## config.mk

```make
export PLATFORM = sky130hd
export DESIGN_NAME = exec_stage_flat
export DESIGN_NICKNAME = d
export VERILOG_FILES = /design/src/rtl/exec_pkg.sv /design/src/rtl/exec_if.sv /design/src/rtl/exec_mul_iter.sv /design/src/rtl/exec_stage.sv /design/src/flat_wrapper.sv
export SDC_FILE = /design/constraint.sdc
export NUM_CORES = 1
export LEC_CHECK = 0
export BUFFER_PORTS_ARGS = -buffer_cell sky130_fd_sc_hd__buf_2
export CORE_AREA = 3 3 233 189
export DETAILED_ROUTE_END_ITERATION = 6
export DIE_AREA = 0 0 236 192
export PLACE_DENSITY = 0.82
export SETUP_SLACK_MARGIN = 0.1
export SLEW_MARGIN = 20
export SYNTH_ARGS = -nofsm -noshare
export SYNTH_HDL_FRONTEND = slang
export SYNTH_HIERARCHICAL = 1
export SYNTH_SLANG_ARGS = --single-unit
```

## constraint.sdc

```tcl
create_clock -name clk -period 5.2 [get_ports clk]
set_input_delay 1.04 -clock clk [delete_from_list [all_inputs] [get_ports clk]]
set_output_delay 1.04 -clock clk [all_outputs]
set_load 0.1 [all_outputs]
```

## src/rtl/exec_pkg.sv

```systemverilog
// Shared encodings for the execute stage: ALU ops, branch conditions, FSM states
// and the pass-through control bundle carried down to the ME stage.
package exec_pkg;

    typedef enum logic [3:0] {
        ALU_ADD    = 4'd0,
        ALU_SUB    = 4'd1,
        ALU_AND    = 4'd2,
        ALU_OR     = 4'd3,
        ALU_XOR    = 4'd4,
        ALU_SLL    = 4'd5,
        ALU_SRL    = 4'd6,
        ALU_SRA    = 4'd7,
        ALU_SLT    = 4'd8,
        ALU_SLTU   = 4'd9,
        ALU_PASS_B = 4'd10,
        ALU_AUIPC  = 4'd11
    } alu_op_e;

    typedef enum logic [2:0] {
        BR_EQ  = 3'b000,
        BR_NE  = 3'b001,
        BR_LT  = 3'b100,
        BR_GE  = 3'b101,
        BR_LTU = 3'b110,
        BR_GEU = 3'b111
    } br_cond_e;

    typedef enum logic [0:0] {
        IDLE = 1'b0,
        BUSY = 1'b1
    } ex_state_e;

    typedef struct packed {
        logic reg_write;
        logic mem_read;
        logic mem_write;
        logic mem_to_reg;
    } ex_ctrl_t;

endpackage

```

## src/rtl/exec_if.sv

```systemverilog
// ID/EX inputs, ME/WB forwarding taps and EX/ME outputs of the execute stage.
interface exec_if #(
    parameter int unsigned XLEN = 32,
    parameter int unsigned REGW = 5
);
    logic            id_valid;
    logic            flush;
    logic            ex_stall;
    logic [XLEN-1:0] id_rs1_val;
    logic [XLEN-1:0] id_rs2_val;
    logic [REGW-1:0] id_rs1;
    logic [REGW-1:0] id_rs2;
    logic [REGW-1:0] id_rd;
    logic [XLEN-1:0] id_imm;
    logic [XLEN-1:0] id_pc;
    logic            id_alu_src;
    logic [3:0]      id_alu_op;
    logic            id_branch;
    logic [2:0]      id_br_cond;
    logic            id_mul;
    logic            id_reg_write;
    logic            id_mem_read;
    logic            id_mem_write;
    logic            id_mem_to_reg;
    logic            me_fwd_we;
    logic            wb_fwd_we;
    logic [REGW-1:0] me_fwd_rd;
    logic [REGW-1:0] wb_fwd_rd;
    logic [XLEN-1:0] me_fwd_val;
    logic [XLEN-1:0] wb_fwd_val;
    logic            ex_valid;
    logic [XLEN-1:0] ex_alu_result;
    logic [XLEN-1:0] ex_rs2;
    logic [REGW-1:0] ex_rd;
    logic            ex_reg_write;
    logic            ex_mem_read;
    logic            ex_mem_write;
    logic            ex_mem_to_reg;
    logic            ex_branch_taken;
    logic [XLEN-1:0] ex_branch_pc;

    modport master (
        output id_valid, flush, id_rs1_val, id_rs2_val, id_rs1, id_rs2, id_rd,
               id_imm, id_pc, id_alu_src, id_alu_op, id_branch, id_br_cond, id_mul,
               id_reg_write, id_mem_read, id_mem_write, id_mem_to_reg,
               me_fwd_we, wb_fwd_we, me_fwd_rd, wb_fwd_rd, me_fwd_val, wb_fwd_val,
        input  ex_stall, ex_valid, ex_alu_result, ex_rs2, ex_rd, ex_reg_write,
               ex_mem_read, ex_mem_write, ex_mem_to_reg, ex_branch_taken, ex_branch_pc
    );

    modport slave (
        input  id_valid, flush, id_rs1_val, id_rs2_val, id_rs1, id_rs2, id_rd,
               id_imm, id_pc, id_alu_src, id_alu_op, id_branch, id_br_cond, id_mul,
               id_reg_write, id_mem_read, id_mem_write, id_mem_to_reg,
               me_fwd_we, wb_fwd_we, me_fwd_rd, wb_fwd_rd, me_fwd_val, wb_fwd_val,
        output ex_stall, ex_valid, ex_alu_result, ex_rs2, ex_rd, ex_reg_write,
               ex_mem_read, ex_mem_write, ex_mem_to_reg, ex_branch_taken, ex_branch_pc
    );
endinterface

```

## src/rtl/exec_mul_iter.sv

```systemverilog
// Iterative shift-add multiplier: one multiplier bit per busy cycle, low XLEN bits kept.
module exec_mul_iter #(
    parameter int unsigned XLEN = 32
) (
    input  logic            clk,
    input  logic            reset_n,
    input  logic            start,
    input  logic            abort,
    input  logic [XLEN-1:0] a,
    input  logic [XLEN-1:0] b,
    output logic            busy,
    output logic            done_c,
    output logic [XLEN-1:0] product_c
);
    localparam int unsigned CW = $clog2(XLEN) + 1;

    logic [XLEN-1:0] acc;
    logic [XLEN-1:0] mcand;
    logic [XLEN-1:0] mplier;
    logic [CW-1:0]   cnt;
    logic [XLEN-1:0] acc_nxt_c;

    // Product is presented combinationally during the last busy cycle so the
    // EX/ME register captures it on the same edge the FSM returns to idle.
    assign acc_nxt_c = acc + (mplier[0] ? mcand : '0);
    assign done_c    = busy && (cnt == CW'(XLEN - 1));
    assign product_c = acc_nxt_c;

    always_ff @(posedge clk or negedge reset_n) begin
        if (!reset_n) begin
            busy   <= 1'b0;
            acc    <= '0;
            mcand  <= '0;
            mplier <= '0;
            cnt    <= '0;
        end else if (abort) begin
            busy <= 1'b0;
        end else if (start) begin
            busy   <= 1'b1;
            acc    <= '0;
            mcand  <= a;
            mplier <= b;
            cnt    <= '0;
        end else if (busy) begin
            acc    <= acc_nxt_c;
            mcand  <= mcand << 1;
            mplier <= mplier >> 1;
            cnt    <= cnt + CW'(1);
            if (done_c) busy <= 1'b0;
        end
    end

endmodule

```

## src/rtl/exec_stage.sv

```systemverilog
// Pipelined execute stage: operand forwarding, ALU, branch resolve and an
// iterative multiplier that stalls ID while it runs. All outputs registered.
module exec_stage
    import exec_pkg::*;
#(
    parameter int unsigned XLEN = 32,
    parameter int unsigned REGW = 5
) (
    input  logic  clk,
    input  logic  reset_n,
    exec_if.slave bus
);
    localparam int unsigned SHW     = $clog2(XLEN);
    localparam logic [0:0]  ST_IDLE = 1'(IDLE);
    localparam logic [0:0]  ST_BUSY = 1'(BUSY);

    logic [0:0]      state;
    logic [0:0]      state_nxt;
    logic            accept_c;
    logic            mul_start_c;
    logic            mul_busy;
    logic            mul_done_c;
    logic            br_hit_c;
    logic            taken_c;
    logic [SHW-1:0]  shamt_c;
    logic [XLEN-1:0] op_a_c;
    logic [XLEN-1:0] rs2_fwd_c;
    logic [XLEN-1:0] op_b_c;
    logic [XLEN-1:0] alu_c;
    logic [XLEN-1:0] mul_prod_c;
    ex_ctrl_t        id_ctrl_c;
    ex_ctrl_t        mul_ctrl;
    ex_ctrl_t        ex_ctrl;
    logic [REGW-1:0] mul_rd;

    assign accept_c  = bus.id_valid && !bus.flush && (state == ST_IDLE) && !mul_busy;
    assign id_ctrl_c = {bus.id_reg_write, bus.id_mem_read, bus.id_mem_write, bus.id_mem_to_reg};

    // Forwarding: ME beats WB, x0 never forwarded.
    always_comb begin
        op_a_c    = bus.id_rs1_val;
        rs2_fwd_c = bus.id_rs2_val;
        if (bus.id_rs1 != '0 && bus.me_fwd_we && bus.me_fwd_rd == bus.id_rs1)
            op_a_c = bus.me_fwd_val;
        else if (bus.id_rs1 != '0 && bus.wb_fwd_we && bus.wb_fwd_rd == bus.id_rs1)
            op_a_c = bus.wb_fwd_val;
        if (bus.id_rs2 != '0 && bus.me_fwd_we && bus.me_fwd_rd == bus.id_rs2)
            rs2_fwd_c = bus.me_fwd_val;
        else if (bus.id_rs2 != '0 && bus.wb_fwd_we && bus.wb_fwd_rd == bus.id_rs2)
            rs2_fwd_c = bus.wb_fwd_val;
    end

    assign op_b_c  = bus.id_alu_src ? bus.id_imm : rs2_fwd_c;
    assign shamt_c = op_b_c[SHW-1:0];

    always_comb begin
        alu_c = '0;
        case (bus.id_alu_op)
            ALU_ADD:    alu_c = op_a_c + op_b_c;
            ALU_SUB:    alu_c = op_a_c - op_b_c;
            ALU_AND:    alu_c = op_a_c & op_b_c;
            ALU_OR:     alu_c = op_a_c | op_b_c;
            ALU_XOR:    alu_c = op_a_c ^ op_b_c;
            ALU_SLL:    alu_c = op_a_c << shamt_c;
            ALU_SRL:    alu_c = op_a_c >> shamt_c;
            ALU_SRA:    alu_c = $unsigned($signed(op_a_c) >>> shamt_c);
            ALU_SLT:    alu_c = XLEN'($signed(op_a_c) < $signed(op_b_c));
            ALU_SLTU:   alu_c = XLEN'(op_a_c < op_b_c);
            ALU_PASS_B: alu_c = op_b_c;
            ALU_AUIPC:  alu_c = bus.id_pc + op_b_c;
            default:    alu_c = '0;
        endcase
    end

    // Branches always compare the forwarded registers, regardless of alu_src.
    always_comb begin
        br_hit_c = 1'b0;
        case (bus.id_br_cond)
            BR_EQ:   br_hit_c = (op_a_c == rs2_fwd_c);
            BR_NE:   br_hit_c = (op_a_c != rs2_fwd_c);
            BR_LT:   br_hit_c = ($signed(op_a_c) <  $signed(rs2_fwd_c));
            BR_GE:   br_hit_c = ($signed(op_a_c) >= $signed(rs2_fwd_c));
            BR_LTU:  br_hit_c = (op_a_c <  rs2_fwd_c);
            BR_GEU:  br_hit_c = (op_a_c >= rs2_fwd_c);
            default: br_hit_c = 1'b0;
        endcase
    end

    assign taken_c = accept_c && !bus.id_mul && bus.id_branch && br_hit_c;

    always_ff @(posedge clk or negedge reset_n) begin
        if (!reset_n) state <= ST_IDLE;
        else          state <= state_nxt;
    end

    always_comb begin
        state_nxt   = state;
        mul_start_c = 1'b0;
        if (bus.flush) begin
            state_nxt = ST_IDLE;
        end else begin
            case (state)
                ST_IDLE: if (accept_c && bus.id_mul) begin
                    state_nxt   = ST_BUSY;
                    mul_start_c = 1'b1;
                end
                ST_BUSY: if (mul_done_c) state_nxt = ST_IDLE;
                default: state_nxt = ST_IDLE;
            endcase
        end
    end

    assign bus.ex_stall = (state == ST_BUSY);

    exec_mul_iter #(.XLEN(XLEN)) u_mul (
        .clk       (clk),
        .reset_n   (reset_n),
        .start     (mul_start_c),
        .abort     (bus.flush),
        .a         (op_a_c),
        .b         (rs2_fwd_c),
        .busy      (mul_busy),
        .done_c    (mul_done_c),
        .product_c (mul_prod_c)
    );

    // Destination and control of the multiply in flight.
    always_ff @(posedge clk or negedge reset_n) begin
        if (!reset_n) begin
            mul_rd   <= '0;
            mul_ctrl <= '0;
        end else if (accept_c && bus.id_mul) begin
            mul_rd   <= bus.id_rd;
            mul_ctrl <= id_ctrl_c;
        end
    end

    always_ff @(posedge clk or negedge reset_n) begin
        if (!reset_n) begin
            bus.ex_valid        <= 1'b0;
            bus.ex_alu_result   <= '0;
            bus.ex_rs2          <= '0;
            bus.ex_rd           <= '0;
            ex_ctrl             <= '0;
            bus.ex_branch_taken <= 1'b0;
            bus.ex_branch_pc    <= '0;
        end else begin
            bus.ex_valid        <= 1'b0;
            ex_ctrl             <= '0;
            bus.ex_branch_taken <= taken_c;
            bus.ex_branch_pc    <= taken_c ? (bus.id_pc + bus.id_imm) : '0;
            if (!bus.flush && mul_done_c) begin
                bus.ex_valid      <= 1'b1;
                bus.ex_alu_result <= mul_prod_c;
                bus.ex_rd         <= mul_rd;
                ex_ctrl           <= mul_ctrl;
            end else if (accept_c && !bus.id_mul) begin
                bus.ex_valid      <= 1'b1;
                bus.ex_alu_result <= alu_c;
                bus.ex_rs2        <= rs2_fwd_c;
                bus.ex_rd         <= bus.id_rd;
                ex_ctrl           <= id_ctrl_c;
            end
        end
    end

    assign bus.ex_reg_write  = ex_ctrl.reg_write;
    assign bus.ex_mem_read   = ex_ctrl.mem_read;
    assign bus.ex_mem_write  = ex_ctrl.mem_write;
    assign bus.ex_mem_to_reg = ex_ctrl.mem_to_reg;

endmodule

```

## src/flat_wrapper.sv

```systemverilog
// flat-port wrapper written by rule: the top's interface ports become plain ports
module exec_stage_flat import exec_pkg::*;
#(
    parameter int unsigned XLEN = 32,
    parameter int unsigned REGW = 5
)
  (clk, reset_n, bus_id_valid, bus_flush, bus_id_rs1_val, bus_id_rs2_val, bus_id_rs1, bus_id_rs2, bus_id_rd, bus_id_imm, bus_id_pc, bus_id_alu_src, bus_id_alu_op, bus_id_branch, bus_id_br_cond, bus_id_mul, bus_id_reg_write, bus_id_mem_read, bus_id_mem_write, bus_id_mem_to_reg, bus_me_fwd_we, bus_wb_fwd_we, bus_me_fwd_rd, bus_wb_fwd_rd, bus_me_fwd_val, bus_wb_fwd_val, bus_ex_stall, bus_ex_valid, bus_ex_alu_result, bus_ex_rs2, bus_ex_rd, bus_ex_reg_write, bus_ex_mem_read, bus_ex_mem_write, bus_ex_mem_to_reg, bus_ex_branch_taken, bus_ex_branch_pc);
  exec_if #(.XLEN(XLEN), .REGW(REGW)) bus_i ();
  input  logic clk;
  input  logic reset_n;
  input wire logic [$bits(bus_i.id_valid)-1:0] bus_id_valid;
  input wire logic [$bits(bus_i.flush)-1:0] bus_flush;
  input wire logic [$bits(bus_i.id_rs1_val)-1:0] bus_id_rs1_val;
  input wire logic [$bits(bus_i.id_rs2_val)-1:0] bus_id_rs2_val;
  input wire logic [$bits(bus_i.id_rs1)-1:0] bus_id_rs1;
  input wire logic [$bits(bus_i.id_rs2)-1:0] bus_id_rs2;
  input wire logic [$bits(bus_i.id_rd)-1:0] bus_id_rd;
  input wire logic [$bits(bus_i.id_imm)-1:0] bus_id_imm;
  input wire logic [$bits(bus_i.id_pc)-1:0] bus_id_pc;
  input wire logic [$bits(bus_i.id_alu_src)-1:0] bus_id_alu_src;
  input wire logic [$bits(bus_i.id_alu_op)-1:0] bus_id_alu_op;
  input wire logic [$bits(bus_i.id_branch)-1:0] bus_id_branch;
  input wire logic [$bits(bus_i.id_br_cond)-1:0] bus_id_br_cond;
  input wire logic [$bits(bus_i.id_mul)-1:0] bus_id_mul;
  input wire logic [$bits(bus_i.id_reg_write)-1:0] bus_id_reg_write;
  input wire logic [$bits(bus_i.id_mem_read)-1:0] bus_id_mem_read;
  input wire logic [$bits(bus_i.id_mem_write)-1:0] bus_id_mem_write;
  input wire logic [$bits(bus_i.id_mem_to_reg)-1:0] bus_id_mem_to_reg;
  input wire logic [$bits(bus_i.me_fwd_we)-1:0] bus_me_fwd_we;
  input wire logic [$bits(bus_i.wb_fwd_we)-1:0] bus_wb_fwd_we;
  input wire logic [$bits(bus_i.me_fwd_rd)-1:0] bus_me_fwd_rd;
  input wire logic [$bits(bus_i.wb_fwd_rd)-1:0] bus_wb_fwd_rd;
  input wire logic [$bits(bus_i.me_fwd_val)-1:0] bus_me_fwd_val;
  input wire logic [$bits(bus_i.wb_fwd_val)-1:0] bus_wb_fwd_val;
  output wire logic [$bits(bus_i.ex_stall)-1:0] bus_ex_stall;
  output wire logic [$bits(bus_i.ex_valid)-1:0] bus_ex_valid;
  output wire logic [$bits(bus_i.ex_alu_result)-1:0] bus_ex_alu_result;
  output wire logic [$bits(bus_i.ex_rs2)-1:0] bus_ex_rs2;
  output wire logic [$bits(bus_i.ex_rd)-1:0] bus_ex_rd;
  output wire logic [$bits(bus_i.ex_reg_write)-1:0] bus_ex_reg_write;
  output wire logic [$bits(bus_i.ex_mem_read)-1:0] bus_ex_mem_read;
  output wire logic [$bits(bus_i.ex_mem_write)-1:0] bus_ex_mem_write;
  output wire logic [$bits(bus_i.ex_mem_to_reg)-1:0] bus_ex_mem_to_reg;
  output wire logic [$bits(bus_i.ex_branch_taken)-1:0] bus_ex_branch_taken;
  output wire logic [$bits(bus_i.ex_branch_pc)-1:0] bus_ex_branch_pc;
  assign bus_i.id_valid = bus_id_valid;
  assign bus_i.flush = bus_flush;
  assign bus_i.id_rs1_val = bus_id_rs1_val;
  assign bus_i.id_rs2_val = bus_id_rs2_val;
  assign bus_i.id_rs1 = bus_id_rs1;
  assign bus_i.id_rs2 = bus_id_rs2;
  assign bus_i.id_rd = bus_id_rd;
  assign bus_i.id_imm = bus_id_imm;
  assign bus_i.id_pc = bus_id_pc;
  assign bus_i.id_alu_src = bus_id_alu_src;
  assign bus_i.id_alu_op = bus_id_alu_op;
  assign bus_i.id_branch = bus_id_branch;
  assign bus_i.id_br_cond = bus_id_br_cond;
  assign bus_i.id_mul = bus_id_mul;
  assign bus_i.id_reg_write = bus_id_reg_write;
  assign bus_i.id_mem_read = bus_id_mem_read;
  assign bus_i.id_mem_write = bus_id_mem_write;
  assign bus_i.id_mem_to_reg = bus_id_mem_to_reg;
  assign bus_i.me_fwd_we = bus_me_fwd_we;
  assign bus_i.wb_fwd_we = bus_wb_fwd_we;
  assign bus_i.me_fwd_rd = bus_me_fwd_rd;
  assign bus_i.wb_fwd_rd = bus_wb_fwd_rd;
  assign bus_i.me_fwd_val = bus_me_fwd_val;
  assign bus_i.wb_fwd_val = bus_wb_fwd_val;
  assign bus_ex_stall = bus_i.ex_stall;
  assign bus_ex_valid = bus_i.ex_valid;
  assign bus_ex_alu_result = bus_i.ex_alu_result;
  assign bus_ex_rs2 = bus_i.ex_rs2;
  assign bus_ex_rd = bus_i.ex_rd;
  assign bus_ex_reg_write = bus_i.ex_reg_write;
  assign bus_ex_mem_read = bus_i.ex_mem_read;
  assign bus_ex_mem_write = bus_i.ex_mem_write;
  assign bus_ex_mem_to_reg = bus_i.ex_mem_to_reg;
  assign bus_ex_branch_taken = bus_i.ex_branch_taken;
  assign bus_ex_branch_pc = bus_i.ex_branch_pc;
  exec_stage #(.XLEN(XLEN), .REGW(REGW)) u_core (.clk(clk), .reset_n(reset_n), .bus(bus_i));
endmodule
```

==> results of run 1 <==
[metal layers]
layer,GRT overflow,global-route usage (%)
met2,3,87.9
met3,0,64.8
met1,0,72.2
met4,3,67.4
met5,2,52.2
[kinds of logic after synthesis]
logic type	synth area share, %
buf+inv	5.82
xor+xnor	4.16
simple gates	21.0
compound gates	30.3
fa+ha+maj	11.2
mux	5.61
flops	22.0
[stage by stage]
step                      cells  setup TNS (ps)  cell area (µm²)  utilization, %
after CTS                  4653               0            32600            77.9
after detailed placement   4593          -36630            31400            75.1
after global placement     4593          -33560            31400            75.1
after floorplan            3347           -1010            25700               -
[what timing repair did]
| action | CTS |
|---|---|
| pin swaps | 26 |
| gates resized for setup | 50 |
| setup buffers | 13 |
| hold buffers | 0 |
| endpoints found under the setup margin | 54 |
==> flow_summary.html, run 1 <==
<table>
<tr><th>Metric</th><th>Value</th></tr>
<tr><th colspan="2">Floorplanning</th></tr>
<tr><td>Overall die height</td><td>~190 µm</td></tr>
<tr><td>Starting Density</td><td>between 50% and 60%</td></tr>
<tr><td>Die extent in x</td><td>about 240 µm</td></tr>
<tr><td>Count of boundary I/O pins</td><td>345</td></tr>
<tr><td>Site row count</td><td>67</td></tr>
<tr><th colspan="2">Synth</th></tr>
<tr><td>Share of synthesized flip-flops with an asynchronous set or reset</td><td>100%</td></tr>
<tr><td>Top flip-flop cell by instance count after synthesis</td><td>dfrtp_1</td></tr>
<tr><td>Nets in the synthesized netlist</td><td>3,805</td></tr>
<tr><td>Combined area of all synthesized cells</td><td>around 25,000 µm²</td></tr>
<tr><td>Synth Warn #</td><td>6</td></tr>
<tr><td>Area fraction of the dominant cell type after synthesis</td><td>between 20% and 30%</td></tr>
<tr><td>Seq/Total Area, Yosys</td><td>22.0%</td></tr>
<tr><td>Most used standard cell by instance count after synthesis</td><td>nand2_1</td></tr>
<tr><td>Unique cell type count in the Yosys netlist</td><td>94</td></tr>
<tr><td>Area contributors post-synth</td><td>dfrtp_1 (22%), ha_1 (11%), o21ai_0 (7.2%), nand2_1 (6.1%), mux2i_1 (4.4%)</td></tr>
<tr><td>Top post-synthesis cells by count</td><td>nand2_1 (407), o21ai_0 (362), dfrtp_1 (220)</td></tr>
<tr><td>Count of flip-flops with a built-in enable after synthesis</td><td>0</td></tr>
<tr><td>Cell taking the most area after synthesis</td><td>dfrtp_1</td></tr>
<tr><td>Avg Cell Area, Syn</td><td>between 7 and 8 µm²</td></tr>
<tr><td>Gate Count Post-Synth</td><td>3,347</td></tr>
<tr><td>Number of synthesized register bits</td><td>220</td></tr>
<tr><th colspan="2">Clocking</th></tr>
<tr><td>Number of buffers created by CTS</td><td>26</td></tr>
<tr><td>H-tree levels</td><td>1</td></tr>
<tr><td>Maximum clock insertion buffer count</td><td>3</td></tr>
<tr><td>Clock root cell</td><td>clkbuf_16</td></tr>
<tr><td>Number of sinks handled by clock tree synthesis</td><td>220</td></tr>
<tr><th colspan="2">STA</th></tr>
<tr><td>Pin ending the worst setup path after global-route repair</td><td>u_core/bus.ex_alu_result[31]$_DFFE_PN0P_/D</td></tr>
<tr><td>Type of pin the worst path ends at</td><td>register input</td></tr>
<tr><th colspan="2">Global route</th></tr>
<tr><td>Overflow left after global routing</td><td>8</td></tr>
<tr><td>GRT Total Usage</td><td>about 74%</td></tr>
<tr><td>Largest net degree at the start of global routing</td><td>roughly 110</td></tr>
<tr><th colspan="2">Place</th></tr>
<tr><td>Port buffer count</td><td>about 340</td></tr>
<tr><td>Hpwl dp</td><td>approximately 95,000 µm</td></tr>
<tr><td>Worst slack after detailed placement</td><td>-884 ps</td></tr>
<tr><td>Placer's final routability congestion estimate</td><td>1.43</td></tr>
<tr><th colspan="2">Outcome</th></tr>
<tr><td>Outcome</td><td>aborted with a tool error</td></tr>
<tr><td>Stage at which the flow ended</td><td>global routing</td></tr>
<tr><td>Log Error</td><td>[ERROR GRT-0232] Routing congestion too high. Check the congestion heatmap in the GUI.</td></tr>
</table>
==> run 2: changes to the inputs <==
- CORE_AREA: 3 3 233 189 -> 3 3 255 257
- DIE_AREA: 0 0 236 192 -> 0 0 258 260
- PLACE_DENSITY: 0.82 -> not set
- PLACE_DENSITY_LB_ADDON: not set -> 0.15
- SETUP_SLACK_MARGIN: 0.1 -> not set
==> run 2 against run 1 <==
Against the previous run:
- the flow now finishes, with violations (negative setup slack)
- synthesized cell count unchanged
- synthesized area unchanged
==> flow_summary.html, run 2 <==
<table>
<tr><th>Metric</th><th>Value</th></tr>
<tr><th colspan="2">Synth</th></tr>
<tr><td>Nets in the synthesized netlist</td><td>3,805 (unchanged)</td></tr>
<tr><td>Area fraction of the dominant cell type after synthesis</td><td>22.0% (unchanged)</td></tr>
<tr><td>Unique cell type count in the Yosys netlist</td><td>94 (unchanged)</td></tr>
<tr><td>Most used standard cell by instance count after synthesis</td><td>nand2_1</td></tr>
<tr><td>Top post-synthesis cells by count</td><td>nand2_1 (407), o21ai_0 (362), dfrtp_1 (220)</td></tr>
<tr><td>Avg Cell Area, Syn</td><td>7.48 µm² (unchanged)</td></tr>
<tr><td>Count of flip-flops with a built-in enable after synthesis</td><td>0 (unchanged)</td></tr>
<tr><td>Cell taking the most area after synthesis</td><td>dfrtp_1</td></tr>
<tr><td>Top flip-flop cell by instance count after synthesis</td><td>dfrtp_1</td></tr>
<tr><td>Synth Warn #</td><td>6 (unchanged)</td></tr>
<tr><td>Number of synthesized register bits</td><td>220 (unchanged)</td></tr>
<tr><td>Share of synthesized flip-flops with an asynchronous set or reset</td><td>100% (unchanged)</td></tr>
<tr><td>Seq/Total Area, Yosys</td><td>22.0% (unchanged)</td></tr>
<tr><td>Area contributors post-synth</td><td>dfrtp_1 (22%), ha_1 (11%), o21ai_0 (7.2%), nand2_1 (6.1%), mux2i_1 (4.4%)</td></tr>
<tr><td>Combined area of all synthesized cells</td><td>25,000 µm² (unchanged)</td></tr>
<tr><td>Gate Count Post-Synth</td><td>3,347 (unchanged)</td></tr>
<tr><th colspan="2">Detailed routing</th></tr>
<tr><td>Post-route ant nets</td><td>0</td></tr>
<tr><td>Via count</td><td>32,300</td></tr>
<tr><td>Post-route DRC violation count</td><td>0</td></tr>
<tr><td>Wire length reported by the detailed router</td><td>~150,000 µm</td></tr>
<tr><td>Number of iterations in the first detailed-routing pass</td><td>6</td></tr>
<tr><td>First-iteration detailed-routing DRC count</td><td>4,310</td></tr>
<tr><td>Detailed-route wire length per cell</td><td>28.5 µm</td></tr>
<tr><td>Number of vias per cell</td><td>a little over 6</td></tr>
<tr><th colspan="2">Outcome</th></tr>
<tr><td>Outcome</td><td>finished, violations left</td></tr>
<tr><td>Violations in the final reports</td><td>negative setup slack</td></tr>
<tr><th colspan="2">Global route</th></tr>
<tr><td>Largest net degree at the start of global routing</td><td>93</td></tr>
<tr><td>Antenna violations before repair</td><td>11</td></tr>
<tr><td>First-pass GRT wire length</td><td>209,000 µm</td></tr>
<tr><td>GRT Total Usage</td><td>42.2%</td></tr>
<tr><td>Overflow left after global routing</td><td>0</td></tr>
<tr><td>Vias in the first global route</td><td>approximately 30,000</td></tr>
<tr><th colspan="2">Place</th></tr>
<tr><td>Hpwl dp</td><td>119,000 µm (+24%)</td></tr>
<tr><td>DP Cell Count</td><td>5,127 (+12%)</td></tr>
<tr><td>Port buffer count</td><td>344 (unchanged)</td></tr>
<tr><td>Placer's final routability congestion estimate</td><td>1.06 (-26%)</td></tr>
<tr><th colspan="2">Layout</th></tr>
<tr><td>Area added between synthesis and finish</td><td>44.1%</td></tr>
<tr><td>Number of fillers in the final layout</td><td>between 6,000 and 7,000</td></tr>
<tr><td>Final Core Density</td><td>between 50% and 60%</td></tr>
<tr><td>Final net count</td><td>approximately 4,800</td></tr>
<tr><td>Commonest cells after routing, fill and taps aside</td><td>buf_4 (798), nand2_1 (404), buf_2 (340)</td></tr>
<tr><td>Share of cells above drive strength 1</td><td>34.8%</td></tr>
<tr><td>Most common cell after layout, fill and taps aside</td><td>buf_4</td></tr>
<tr><td>Final cell count without fillers</td><td>~5,200</td></tr>
<tr><th colspan="2">Clocking</th></tr>
<tr><td>Post-CTS Hold Buffers</td><td>0 (unchanged)</td></tr>
<tr><td>Number of buffers created by CTS</td><td>29 (+12%)</td></tr>
<tr><td>CTS tree</td><td>yes</td></tr>
<tr><td>Clock network latency to the later pin of the worst-skew pair</td><td>around 630 ps</td></tr>
<tr><td>Number of sinks handled by clock tree synthesis</td><td>220 (unchanged)</td></tr>
<tr><td>H-tree levels</td><td>1 (unchanged)</td></tr>
<tr><td>Clock root cell</td><td>clkbuf_16</td></tr>
<tr><td>Reg clk slew, reported paths</td><td>60 ps</td></tr>
<tr><td>Maximum clock insertion buffer count</td><td>3 (unchanged)</td></tr>
<tr><th colspan="2">STA</th></tr>
<tr><td>Worst path setup slack after routing</td><td>-127 ps</td></tr>
<tr><td>Final count of hold timing violations</td><td>0</td></tr>
<tr><td>Worst-Margin Slew</td><td>1330 ps</td></tr>
<tr><td>Upper clock frequency limit</td><td>about 190 MHz</td></tr>
<tr><td>Worst slew margin relative to its limit</td><td>10.5%</td></tr>
<tr><td>Share of the cycle needed by the critical path after routing</td><td>102%</td></tr>
<tr><td>Number of pins exceeding their max-slew limit in the final report</td><td>0</td></tr>
<tr><td>Final critical-path required period</td><td>about 5300 ps</td></tr>
<tr><td>Endpoints failing setup</td><td>14</td></tr>
<tr><td>Final Skew</td><td>46.9 ps</td></tr>
<tr><td>RSZ-0062 raised after global routing</td><td>yes</td></tr>
<tr><th colspan="2">Power</th></tr>
<tr><td>Total power after layout</td><td>0.00982 W</td></tr>
<tr><td>Total power per unit cell area</td><td>272 nW/µm²</td></tr>
<tr><td>VDD IR-drop max</td><td>0.220 mV</td></tr>
<tr><td>P_leak</td><td>17.1 nW</td></tr>
<tr><th colspan="2">Hold path</th></tr>
<tr><td>Worst hold-check path type</td><td>in -&gt; async</td></tr>
<tr><th colspan="2">Floorplanning</th></tr>
<tr><td>Count of boundary I/O pins</td><td>345 (unchanged)</td></tr>
<tr><td>DIE AREA</td><td>about 67,000 µm²</td></tr>
<tr><td>Area of the core</td><td>approximately 63,000 µm²</td></tr>
<tr><td>Overall die height</td><td>260 µm (+35%)</td></tr>
<tr><td>Die extent in x</td><td>258 µm (+9.3%)</td></tr>
<tr><td>Starting Density</td><td>39.8% (-20 points)</td></tr>
<tr><td>Site row count</td><td>92 (+37%)</td></tr>
<tr><th colspan="2">Setup path</th></tr>
<tr><td>Sum of buffers and inverters on the critical path</td><td>7</td></tr>
<tr><td>Max Fanout on Critical Path</td><td>6</td></tr>
<tr><td>Cell with the biggest individual delay on the critical path</td><td>or4b_4</td></tr>
<tr><td>WP depth</td><td>23</td></tr>
<tr><td>Top delay family on crit path</td><td>compound AO/OA/AOI/OAI gates</td></tr>
<tr><td>Element type at the critical path start</td><td>primary input</td></tr>
<tr><td>Highest cell delay on the worst timing path</td><td>570 ps</td></tr>
<tr><td>Slack of the worst reg-to-reg path</td><td>between 200 and 250 ps</td></tr>
<tr><td>Type of the setup path with the least slack</td><td>in -&gt; reg</td></tr>
<tr><td>Critical Path AT</td><td>5830 ps</td></tr>
<tr><td>Data required time at the worst endpoint</td><td>5700 ps</td></tr>
<tr><td>Critical path capture point type</td><td>flop</td></tr>
<tr><td>Startpoint of the worst register-to-register path</td><td>u_core/u_mul/mplier[0]</td></tr>
<tr><td>Cell depth of the worst flop-to-flop path</td><td>18</td></tr>
<tr><td>Launching element of the worst setup path</td><td>bus_wb_fwd_rd[1]</td></tr>
<tr><td>Series of cell instances along the critical path</td><td>buf_8, xor2_2, or4b_4, nor3_4, buf_6, buf_12, buf_8, buf_4, a211oi_2, o31a_2, buf_12, ha_4, o2111ai_4, nand3_2, nand3b_1, a2111oi_4, buf_4, o21a_4, and4_4, nor3_2, a2111oi_2, nor4_1, o32a_1</td></tr>
<tr><th colspan="2">Run</th></tr>
<tr><td>Max-cap violations</td><td>0</td></tr>
</table>
## run 2: metal layers
metal / vias up / GRT usage [%] / routed length (µm)
li1: 14400 / - / -
met1: 15700 / 57.9 / 62200
met2: 1859 / 63.2 / 62900
met3: 368 / 8.83 / 15500
met4: 8 / 19.6 / 8230
met5: - / 0 / 80
## run 2: per-stage QoR
step	hold WS (ps)	setup TNS (ps)	instance area, µm²	worst slack [ps]
final	472	-470	36100	-127
after global routing	492	-4780	36100	-235
after CTS	464	-37.0	34800	-37.0
after detailed placement	465	-46490	33600	-995
after global placement	456	-44150	33600	-893
after floorplan	444	-1010	25700	-228
## run 2: kinds of logic after synthesis
logic type	Yosys count	share of synthesized area (%)
and+or+nand+nor	1127	21.0
adders and majority gates	221	11.2
buffers and inverters	361	5.82
muxes	136	5.61
xor gates and xnor gates	119	4.16
AOI/OAI and AO/OA	1163	30.3
DFF	220	22.0
## run 2: worst paths after layout
kind,to
hold reg to reg,u_core/bus.ex_rs2[30]
setup / recovery,u_core/bus.ex_alu_result[0]
setup reg to reg,u_core/bus.ex_alu_result[27]
min in group clk,u_core/bus.ex_rs2[30]
max in group asynchronous,u_core/u_mul/mplier[26]
hold / removal,u_core/u_mul/mplier[27]
## run 2: worst reg2reg max path, stage by stage (launching register included)
cell,delay [ps]
dfrtp_1,410
buf_12,160
and2_1,170
ha_1,290
a211oi_1,340
o21bai_1,290
a221oi_1,470
o21bai_1,90
o21bai_1,180
xor2_1,190
nand2_1,90
o21ai_0,220
a2111oi_2,470
nand3_1,240
a2111oi_4,320
o221ai_1,200
a211oi_2,230
o2111ai_1,170
o32a_1,340
## run 2: layout make-up
class,instances,area [µm²],area share [%]
Clock inverter,14,160,0.444
Timing Repair Buffer,1183,8440,23.4
Clock buffer,40,817,2.26
Inverter,152,574,1.59
Antenna cell,6,15.0,0.0416
Tap cell,846,1060,2.93
Multi-Input combinational cell,2766,19500,54.1
Sequential cell,220,5510,15.3
## run 2: report_power, final
part           switching, W  total [W]  leakage [nW]  internal, W
Combinational       0.00339    0.00541          13.7      0.00202
Sequential         0.000222    0.00227          2.94      0.00205
Clock              0.000926    0.00213         0.456      0.00120
## run 2: timing repair
action	CTS	global route
cloned	1	4
setup buffers	4	31
resized for setup	33	199
pin swaps	18	96
setup endpoints to repair	55	56
No activity file was read; power rests on OpenSTA's default activity.
==> run 3: changes to the inputs <==
- SKIP_LAST_GASP: not set -> 1
==> run 3 against run 2 <==
Against the previous run:
- sequential power about the same
- cell area is essentially flat
- final cell count hardly changed
- critical path type unchanged
- the flow still finishes with violations (negative setup slack)
- largest power group unchanged
==> flow_summary.html, run 3 (synthesis gave the netlist of run 2 again) <==
<table>
<tr><th>Metric</th><th>Value</th></tr>
<tr><th colspan="2">Power</th></tr>
<tr><td>Sw Pwr</td><td>0.00454 W (about the same)</td></tr>
<tr><td>Power share of the clock group</td><td>21.8% (about the same)</td></tr>
<tr><td>Fraction of power consumed by combinational cells</td><td>55.1% (about the same)</td></tr>
<tr><td>Sequential share of power</td><td>23.2% (about the same)</td></tr>
<tr><td>VDD IR-drop max</td><td>0.219 mV (-0.44%)</td></tr>
<tr><td>Internal cell power</td><td>0.00528 W (about the same)</td></tr>
<tr><td>P_leak</td><td>17.1 nW (about the same)</td></tr>
<tr><td>Total power after layout</td><td>0.00981 W (about the same)</td></tr>
<tr><td>Switching fraction of total power</td><td>46.2% (about the same)</td></tr>
<tr><td>Total power per unit cell area</td><td>272 nW/µm² (about the same)</td></tr>
<tr><th colspan="2">Layout</th></tr>
<tr><td>Commonest cells after routing, fill and taps aside</td><td>buf_4 (798), nand2_1 (404), buf_2 (340)</td></tr>
<tr><td>Area added between synthesis and finish</td><td>44.1% (about the same)</td></tr>
<tr><td>Share of cells above drive strength 1</td><td>34.9% (about the same)</td></tr>
<tr><td>Area of the multi-input gates</td><td>19,500 µm² (about the same)</td></tr>
<tr><td>Final net count</td><td>4,810 (unchanged)</td></tr>
<tr><td>Area taken by flip-flops and latches</td><td>5510 µm² (unchanged)</td></tr>
<tr><td>Most common cell after layout, fill and taps aside</td><td>buf_4</td></tr>
<tr><td>Number of fillers in the final layout</td><td>6,061 (+0.017%)</td></tr>
<tr><th colspan="2">Floorplanning</th></tr>
<tr><td>DIE AREA</td><td>67,100 µm² (unchanged)</td></tr>
<tr><td>Count of boundary I/O pins</td><td>345 (unchanged)</td></tr>
<tr><td>Die extent in x</td><td>258 µm (unchanged)</td></tr>
<tr><td>Overall die height</td><td>260 µm (unchanged)</td></tr>
<tr><td>Site row count</td><td>92 (unchanged)</td></tr>
<tr><td>Area of the core</td><td>63,000 µm² (unchanged)</td></tr>
<tr><td>Starting Density</td><td>39.8% (unchanged)</td></tr>
<tr><th colspan="2">Detailed routing</th></tr>
<tr><td>Via count</td><td>32,400 (+0.38%)</td></tr>
<tr><td>First-iteration detailed-routing DRC count</td><td>4,094 (-5.0%)</td></tr>
<tr><td>Number of iterations in the first detailed-routing pass</td><td>6 (unchanged)</td></tr>
<tr><td>Post-route DRC violation count</td><td>0 (unchanged)</td></tr>
<tr><td>Post-route ant nets</td><td>0 (unchanged)</td></tr>
<tr><td>Wire length reported by the detailed router</td><td>149,000 µm (about the same)</td></tr>
<tr><td>Number of vias per cell</td><td>6.20 (+0.39%)</td></tr>
<tr><td>Detailed-route wire length per cell</td><td>28.5 µm (about the same)</td></tr>
<tr><th colspan="2">Setup path</th></tr>
<tr><td>Type of the setup path with the least slack</td><td>in -&gt; reg</td></tr>
<tr><td>Crit Reg-Reg Endpoint</td><td>u_core/bus.ex_alu_result[27]</td></tr>
<tr><td>Highest cell delay on the worst timing path</td><td>560 ps (about the same)</td></tr>
<tr><td>Element type at the critical path start</td><td>primary input</td></tr>
<tr><td>Data required time at the worst endpoint</td><td>5710 ps (about the same)</td></tr>
<tr><td>Critical path capture point type</td><td>flop</td></tr>
<tr><td>Critical Path AT</td><td>5830 ps (about the same)</td></tr>
<tr><td>Sum of buffers and inverters on the critical path</td><td>7 (unchanged)</td></tr>
<tr><td>Cell with the biggest individual delay on the critical path</td><td>or4b_4</td></tr>
<tr><td>Startpoint of the worst register-to-register path</td><td>u_core/u_mul/mplier[0]</td></tr>
<tr><td>Cell depth of the worst flop-to-flop path</td><td>18 (unchanged)</td></tr>
<tr><td>Max Fanout on Critical Path</td><td>6 (unchanged)</td></tr>
<tr><td>Top delay family on crit path</td><td>simple AND/OR/NAND/NOR gates</td></tr>
<tr><td>Slack of the worst reg-to-reg path</td><td>250 ps (+30 ps)</td></tr>
<tr><td>Launching element of the worst setup path</td><td>bus_wb_fwd_rd[1]</td></tr>
<tr><th colspan="2">Hold path</th></tr>
<tr><td>Worst hold-check path type</td><td>in -&gt; async</td></tr>
<tr><th colspan="2">Clocking</th></tr>
<tr><td>Number of sinks handled by clock tree synthesis</td><td>220 (unchanged)</td></tr>
<tr><td>CTS tree</td><td>yes</td></tr>
<tr><td>Clock root cell</td><td>clkbuf_16</td></tr>
<tr><td>Post-CTS Hold Buffers</td><td>0 (unchanged)</td></tr>
<tr><td>Number of buffers created by CTS</td><td>29 (unchanged)</td></tr>
<tr><td>Reg clk slew, reported paths</td><td>60 ps (about the same)</td></tr>
<tr><td>Maximum clock insertion buffer count</td><td>3 (unchanged)</td></tr>
<tr><td>H-tree levels</td><td>1 (unchanged)</td></tr>
<tr><td>Clock network latency to the later pin of the worst-skew pair</td><td>640 ps (about the same)</td></tr>
<tr><th colspan="2">Run</th></tr>
<tr><td>Max-cap violations</td><td>0 (unchanged)</td></tr>
<tr><th colspan="2">STA</th></tr>
<tr><td>Endpoints failing setup</td><td>12 (-2)</td></tr>
<tr><td>Upper clock frequency limit</td><td>188 MHz (about the same)</td></tr>
<tr><td>Worst-Margin Slew</td><td>1270 ps (-57.5 ps)</td></tr>
<tr><td>RSZ-0062 raised after global routing</td><td>yes</td></tr>
<tr><td>Final Skew</td><td>52.0 ps (+5.03 ps)</td></tr>
<tr><td>Share of the cycle needed by the critical path after routing</td><td>102% (about the same)</td></tr>
<tr><td>Final count of hold timing violations</td><td>0 (unchanged)</td></tr>
<tr><td>Final total negative setup slack</td><td>-272 ps (+198 ps)</td></tr>
<tr><td>Number of pins exceeding their max-slew limit in the final report</td><td>0 (unchanged)</td></tr>
<tr><td>Worst slew margin relative to its limit</td><td>14.3% (+3.9 points)</td></tr>
<tr><td>Final critical-path required period</td><td>5330 ps (-1.39 ps)</td></tr>
<tr><td>Worst path setup slack after routing</td><td>-126 ps (+1.39 ps)</td></tr>
<tr><th colspan="2">Place</th></tr>
<tr><td>Port buffer count</td><td>344 (unchanged)</td></tr>
<tr><td>Hpwl dp</td><td>119,000 µm (unchanged)</td></tr>
<tr><td>Worst slack after detailed placement</td><td>-995 ps (unchanged)</td></tr>
<tr><td>Placer's final routability congestion estimate</td><td>1.06 (unchanged)</td></tr>
<tr><th colspan="2">Global route</th></tr>
<tr><td>Overflow left after global routing</td><td>0 (unchanged)</td></tr>
<tr><td>GRT Total Usage</td><td>42.2% (unchanged)</td></tr>
<tr><td>First-pass GRT wire length</td><td>209,000 µm (unchanged)</td></tr>
<tr><td>Largest net degree at the start of global routing</td><td>93 (unchanged)</td></tr>
<tr><td>Antenna violations before repair</td><td>11 (unchanged)</td></tr>
<tr><td>Vias in the first global route</td><td>30,200 (unchanged)</td></tr>
<tr><th colspan="2">Outcome</th></tr>
<tr><td>Violations in the final reports</td><td>negative setup slack</td></tr>
<tr><td>Outcome</td><td>finished, violations left</td></tr>
</table>
run 3: cell types whose count changed in the layout (fill, tap and decap cells not counted), sizes merged:
| cell | previous run | this run |
|---|---|---|
| diode | 6 | 5 |
run 3: final cells by class:
class,count,area share (%)
tap,846,2.94
sequential,220,15.3
clock buffer,40,2.27
antenna,5,0.0347
clock inverter,14,0.444
timing repair buffer,1183,23.4
multi-input combinational,2766,54.1
inverter,152,1.59
run 3: how the worst max path moves through the flow:
stage                                              end  slack (ps)  depth (start not counted)
after floorplan            u_core/bus.ex_alu_result[0]        -230                         22
after global placement    u_core/bus.ex_alu_result[30]        -890                         24
after detailed placement  u_core/bus.ex_alu_result[31]        -990                         23
after CTS                 u_core/bus.ex_alu_result[31]         -40                         25
after global routing       u_core/bus.ex_alu_result[0]        -200                         26
final                      u_core/bus.ex_alu_result[0]        -130                         25
run 3: power by group through the flow:
stage,Sequential (W),Clock [W],Combinational (W)
after floorplan,0.00290,0,0.00225
after global placement,0.00229,0,0.00502
after detailed placement,0.00230,0,0.00502
after CTS,0.00227,0.00215,0.00508
after global routing,0.00231,0.00222,0.00569
final,0.00227,0.00214,0.00541
run 3: routing by layer:
layer	part of all wire [%]	up-vias	GRT usage [%]
met5	0.038	-	0
met4	5.7	8	19.6
met3	11	386	8.83
met2	42	1881	63.2
met1	42	15800	57.9
li1	-	14300	-
run 3: worst reg2reg max path, cell delays in order, from the launching register on:
cell and delay, ps:
dfrtp_1 410, buf_12 160, and2_1 170, ha_1 290, a211oi_1 330, o21bai_1 270
a221oi_1 470, o21bai_1 90, o21bai_1 180, xor2_1 190, nand2_1 90, o21ai_0 220
a2111oi_2 460, nand3_1 210, a2111oi_2 340, o221ai_1 210, a211oi_2 230, o2111ai_1 170
o32a_1 330
run 3: metrics by stage:
step | cells | cell area, µm² | utilization [%] | hold slack, ps
2_1_floorplan | 3347 | 25700 | - | 444
3_3_place_gp | 5127 | 33600 | 53.4 | 456
3_5_place_dp | 5127 | 33600 | 53.4 | 465
4_1_cts | 5186 | 34800 | 55.3 | 464
5_1_grt | 5224 | 36100 | 57.3 | 492
6_report | 5226 | 36100 | 57.3 | 460
run 3: repair_timing:
item,4_1_cts,5_1_grt
endpoints found under the hold margin,0,0
gates resized for setup,33,197
setup buffers,4,31
gates cloned,1,4
pin swaps,17,95
endpoints found under the setup margin,55,57
